[config.mk]
export PLATFORM = sky130hd
export DESIGN_NAME = reg_file_scoreboard
export DESIGN_NICKNAME = d
export VERILOG_FILES = /design/src/rtl/reg_file_scoreboard.sv
export SDC_FILE = /design/constraint.sdc
export NUM_CORES = 1
export LEC_CHECK = 0
export ABC_AREA = 0
export BUFFER_PORTS_ARGS = -buffer_cell sky130_fd_sc_hd__buf_2
export CAP_MARGIN = 20
export CORE_MARGIN = 3
export CORE_UTILIZATION = 32
export CTS_CLUSTER_DIAMETER = 30
export DETAILED_ROUTE_END_ITERATION = 8
export PLACE_DENSITY = 0.5
export SYNTH_ARGS = -nofsm -noshare
export SYNTH_HDL_FRONTEND = slang
export SYNTH_SLANG_ARGS = --single-unit
[constraint.sdc]
create_clock -name CLK -period 7.7 [get_ports CLK]
set_input_delay 0.77 -clock CLK [delete_from_list [all_inputs] [get_ports CLK]]
set_output_delay 0.77 -clock CLK [all_outputs]
set_load 0.005 [all_outputs]
[src/rtl/reg_file_scoreboard.sv]
// Register file with two bypassed combinational read ports, one write port,
// optional hardwired-zero r0, and a per-register pending-write scoreboard.
module reg_file_scoreboard #(
    parameter int DATA_W   = 16,
    parameter int ADDR_W   = 4,
    parameter int ZERO_REG = 1
) (
    input  logic              CLK,
    input  logic              RST_n,
    input  logic [ADDR_W-1:0] rs,
    input  logic [ADDR_W-1:0] rt,
    input  logic              RsUsed,
    input  logic              RtUsed,
    input  logic              IssueWre,
    input  logic [ADDR_W-1:0] IssueRd,
    input  logic              RegWre,
    input  logic [ADDR_W-1:0] rd,
    input  logic [DATA_W-1:0] WriteData,
    output logic [DATA_W-1:0] ReadData1,
    output logic [DATA_W-1:0] ReadData2,
    output logic              Busy1,
    output logic              Busy2,
    output logic              Stall,
    output logic [ADDR_W:0]   PendingCount
);

    localparam int unsigned DEPTH = 1 << ADDR_W;
    localparam logic ZERO_EN = (ZERO_REG != 0);
    localparam logic [ADDR_W:0] CNT_ONE = 1;
    localparam logic [DEPTH-1:0] BIT0 = 1;

    logic [DATA_W-1:0] regs [DEPTH];
    logic [DEPTH-1:0]  pending;
    logic [DEPTH-1:0]  pending_next;
    logic [DEPTH-1:0]  set_mask;
    logic [DEPTH-1:0]  clr_mask;
    logic              wv;
    logic              iv;
    logic              cnt_inc;
    logic              cnt_dec;

    assign wv = RegWre & ~(ZERO_EN & (rd == '0));
    assign iv = IssueWre & ~(ZERO_EN & (IssueRd == '0));

    // Set is OR-ed in after the clear, so an issue wins over a same-index write-back.
    always_comb begin
        set_mask     = iv ? (BIT0 << IssueRd) : '0;
        clr_mask     = wv ? (BIT0 << rd) : '0;
        pending_next = (pending & ~clr_mask) | set_mask;
        cnt_inc      = iv & ~pending[IssueRd];
        cnt_dec      = wv & pending[rd] & ~(iv & (IssueRd == rd));
    end

    always_comb begin
        ReadData1 = regs[rs];
        Busy1     = pending[rs];
        if (ZERO_EN && (rs == '0)) begin
            ReadData1 = '0;
            Busy1     = 1'b0;
        end else if (wv && (rd == rs)) begin
            ReadData1 = WriteData;
            Busy1     = 1'b0;
        end
    end

    always_comb begin
        ReadData2 = regs[rt];
        Busy2     = pending[rt];
        if (ZERO_EN && (rt == '0)) begin
            ReadData2 = '0;
            Busy2     = 1'b0;
        end else if (wv && (rd == rt)) begin
            ReadData2 = WriteData;
            Busy2     = 1'b0;
        end
    end

    assign Stall = (RsUsed & Busy1) | (RtUsed & Busy2);

    always_ff @(posedge CLK or negedge RST_n) begin
        if (!RST_n) begin
            for (int unsigned i = 0; i < DEPTH; i++) begin
                regs[i] <= '0;
            end
            pending      <= '0;
            PendingCount <= '0;
        end else begin
            if (wv) begin
                regs[rd] <= WriteData;
            end
            pending <= pending_next;
            case ({cnt_inc, cnt_dec})
                2'b10:   PendingCount <= PendingCount + CNT_ONE;
                2'b01:   PendingCount <= PendingCount - CNT_ONE;
                default: PendingCount <= PendingCount;
            endcase
        end
    end

endmodule

==> results <==
- Leaving out fill and tap cells, the most frequent cells in the layout are 277 x dfrtp_1, 204 x mux2_2, 144 x mux4_2, 72 x buf_2, 70 x clkbuf_16.
- Data on the critical path is required at its endpoint by 6.93 ns.
- The fraction of registers with async set or reset after synthesis is 100%.
- Cell internal power was estimated by the tool at 0.00459 W.
- The number of nets in the synthesized netlist is 1090.
- After detailed routing, the number of remaining DRC violations is 0.
- The analysis attributes to cell leakage a power of 7.94 nW.
- Leaving out fill and tap cells, the most frequent cell in the layout is dfrtp_1.
- The maximum clock path buffer count is 3.
- The floorplan has 79 rows.
- The worst setup path is launched from an input pin.
- The number of cells on the worst reg-to-reg path is 10.
- The initial antenna violation count came to 4.
- In this run the critical register-to-register path is launched from pending[14].
- The power per standard cell area is 329 mW/mm2.
- After floorplanning, the core was sized to cover 0.0471 mm2.
- The critical path is of the in2out type.
- Clock latency on the worst-skew pair, taken at its later pin, is 0.56 ns.
- The clock arrives with 0.0141 ns of skew.
- The weighted congestion at the end of routability-driven global placement is 0.769.
- The largest voltage drop on the vdd net is 0.138 mV.
- The maximum level of the CTS H-tree is 3.
- The number of cells upsized or downsized after cts is 0.
- The highest net fanout along the worst path is 41.
- The number of flops mapped to enable cells by yosys is 0.
- Headroom to the max-slew limit came out at 31.5%.
- The clock network is responsible for 48.8% of the overall power.
- The fraction of power spent switching nets is 25.3%.
- The routed length per placed instance is 26.5 um.
- The number of max-slew violations in the final report was 0.
- The die is 225 um tall.
- On the critical path, the stage with the largest delay is an instance of buf_4.
- The count of unique library cells instantiated by Yosys is 48.
- The number of placed cells counting well taps is 1638.
- Once the floorplan was initialized, standard cells occupied 32.7% of the core.
- The root buffer cell chosen for the clock tree is clkbuf_16.
- The path class of the tightest hold or removal check is in2async.
- The cell area that synthesis handed to floorplanning was 0.0154 mm2.
- In this run, CTS created clock tree buffers numbering 68.
- The tool flagged a number of max-cap violations equal to 0.
- The number of setup buffers added after CTS is 0.
- The count of buffers added on input and output ports is 77.
- The signal arrival time at the worst endpoint is 3.50 ns.
- The run finished with clean final reports.
- From left edge to right edge, the die measures 225 um.
- The timing-limited maximum frequency is 234 MHz.
- The ratio of routed vias to standard cells is 5.66.
- The critical path runs through a total of 7 cells.
- Combinational logic is responsible for 18.1% of the overall power.
- During synthesis, Yosys emitted a total of 0 warnings.
- The count of boundary I/O pins is 78.
- The synthesized design contains 277 register bits.
- The number of setup violations in the final report is 0.
- The via count of the first global-routing pass came to 10.6k.
- The number of DRC violations after detailed-routing iteration 0 is 696.
- The worst path uses 55.5% of the clock period.
- The final layout contains routed wiring with a total length of 46800 um.
- Entering global routing, the biggest net connects 159 pins.
- The endpoint type of the worst setup path is an output port.
- The floorplan step defined a die boundary enclosing 0.0508 mm2.
- The commonest register cell after synthesis is dfrtp_1.
- The signal on the critical path passes through buf_4 > buf_4 > nor2_1 > a21oi_2 > buf_4 > a22o_1 > buf_2.
- The first global-routing pass estimated 70600 um of wire.
- The number of standard cells in the final layout excluding fillers is 1764.
- The number of endpoints with negative hold slack in the final report is 0.
- The layout overhead on the synthesized area is 21.3%.
- Setup repair after global routing left no endpoint under its margin.
- Sequential cells account for 33.1% of the total power.
- On the worst path, the slowest cell contributes a delay of 0.67 ns.
- The residual antenna-violating net count after detailed routing is 0.
- The TritonCTS sink count is 277.
- Among cell families on the critical path, the largest total delay comes from buffers and inverters.
- The final global-route overflow total is 0.
- The cell repeated most along the worst path is buf_4.
- The share of cells above drive strength 1 is 52.8%.
- For this design the total switching power over the nets is 0.00155 W.
- Each instance of the synthesized netlist takes up on average 14.7 um2.
- Summing over every cut layer, the via total after detailed routing is 9989.
- The slew at the pin closest to its max-slew limit is 1.03 ns.
- The buffers plus inverters on the worst setup path is 4.
- The layout net count is 1146.
- The first TritonRoute pass finished after 5 iterations.
- The clock-pin slew reported for the worst setup and hold paths after clock tree synthesis is 0.04 ns.
- After filler insertion, the fill cell instance count of the layout stands at 4350.
- The wire-length estimate of the detail-placed layout is 27500 um.
- In this run, post-CTS hold repair placed 0 buffers.
- Global routing consumed, over all layers together, 18.8% of the routing resources.
- In this run the worst setup path begins at rs[0].
- TritonCTS built the clock tree.
- The minimum clock period is 4.27 ns.
- The post-synthesis instance total is 1047.
- After synthesis, flip-flops and latches occupy 45.0% of the total area.
- For the final routed database, the setup TNS stands at 0 ns.
==> synthesized netlist by cell type (all sizes together), types with 2 or more instances <==
cell type	number	area share (%)
o41ai	2	0.24
a22oi	64	3.1
o31ai	3	0.15
ha	4	0.33
a21oi	4	0.18
buf	60	2.6
dfrtp	277	45
nand4b	2	0.11
nor3b	2	0.098
a32o	2	0.13
nor2	17	0.53
or3	3	0.12
and2	5	0.20
xor2	7	0.40
xnor2	10	0.57
a22o	33	1.9
o2111ai	2	0.11
mux2i	4	0.26
a21o	2	0.098
nand2b	4	0.16
mux4	144	21
nand2	46	1.1
nand3b	4	0.30
o21ai	21	0.68
mux2	241	18
clkbuf	59	1.4
a211oi	2	0.098
nand3	3	0.13
nor2b	5	0.20
inv	8	0.20
==> path summary, 6_finish.rpt <==
kind | end | slack (ns)
max | ReadData1[11] | 3.43
min | regs[157] | 0.15
max in group asynchronous | pending[3] | 6.26
min reg2reg | regs[241] | 0.39
max reg2reg | PendingCount[4] | 4.53
min in group CLK | regs[241] | 0.39
==> through the flow <==
stage / total power [W] / hold slack, ns / utilization [%] / setup slack [ns] / instance area, um2
floorplan: 0.00282 / 0.441 / - / 4.04 / 15400
global placement: 0.00313 / 0.380 / 34.4 / 3.36 / 16200
detailed placement: 0.00317 / 0.383 / 34.5 / 3.37 / 16200
CTS: 0.00621 / 0.150 / 39.6 / 3.35 / 18600
global route: 0.00643 / 0.179 / 39.7 / 3.20 / 18700
finish: 0.00614 / 0.152 / 39.7 / 3.43 / 18700
==> power groups by stage <==
stage	Sequential (W)	Combinational [W]	Clock (W)
3_5_place_dp	0.00204	0.00112	0
6_report	0.00203	0.00111	0.00300
3_3_place_gp	0.00203	0.00110	0
4_1_cts	0.00203	0.00113	0.00306
2_1_floorplan	0.00197	0.000851	0
5_1_grt	0.00208	0.00121	0.00314
==> logic make-up after synthesis <==
family,after synthesis,synth area share (%)
adder cells (fa/ha/maj),5,0.455
AND/OR/NAND/NOR,95,3.23
buffers and inverters,127,4.19
flip-flops,277,45.0
XOR/XNOR,17,0.967
AO/OA/AOI/OAI,137,6.76
multiplexers,389,39.4
==> registers in the layout (all words and copies together) (netlist names) <==
register	cells
pending	16
regs	256
PendingCount	5
==> metal layers <==
metal  routed length (um)  vias up  global-route usage, %  part of all wire [%]
li1                     -     4205                      -                     -
met1                19900     5391                   24.6                    43
met2                22700      310                   30.6                    49
met3                 2980       75                   4.55                   6.4
met4                 1130        8                   6.36                   2.4
met5                   53        -                      0                  0.11
==> layout make-up <==
| type | instances | area (um2) | share of cell area, % |
|---|---|---|---|
| flip-flops and latches | 277 | 6930 | 37.1 |
| clock buffers | 92 | 1980 | 10.6 |
| inverters | 8 | 30.0 | 0.161 |
| multi-input cells | 643 | 7870 | 42.2 |
| repair buffers | 105 | 651 | 3.49 |
| well taps | 607 | 759 | 4.07 |
| clock inverters | 31 | 439 | 2.35 |
| diodes | 1 | 2.50 | 0.0134 |
Note: power is estimated with default switching activity, not from simulation.
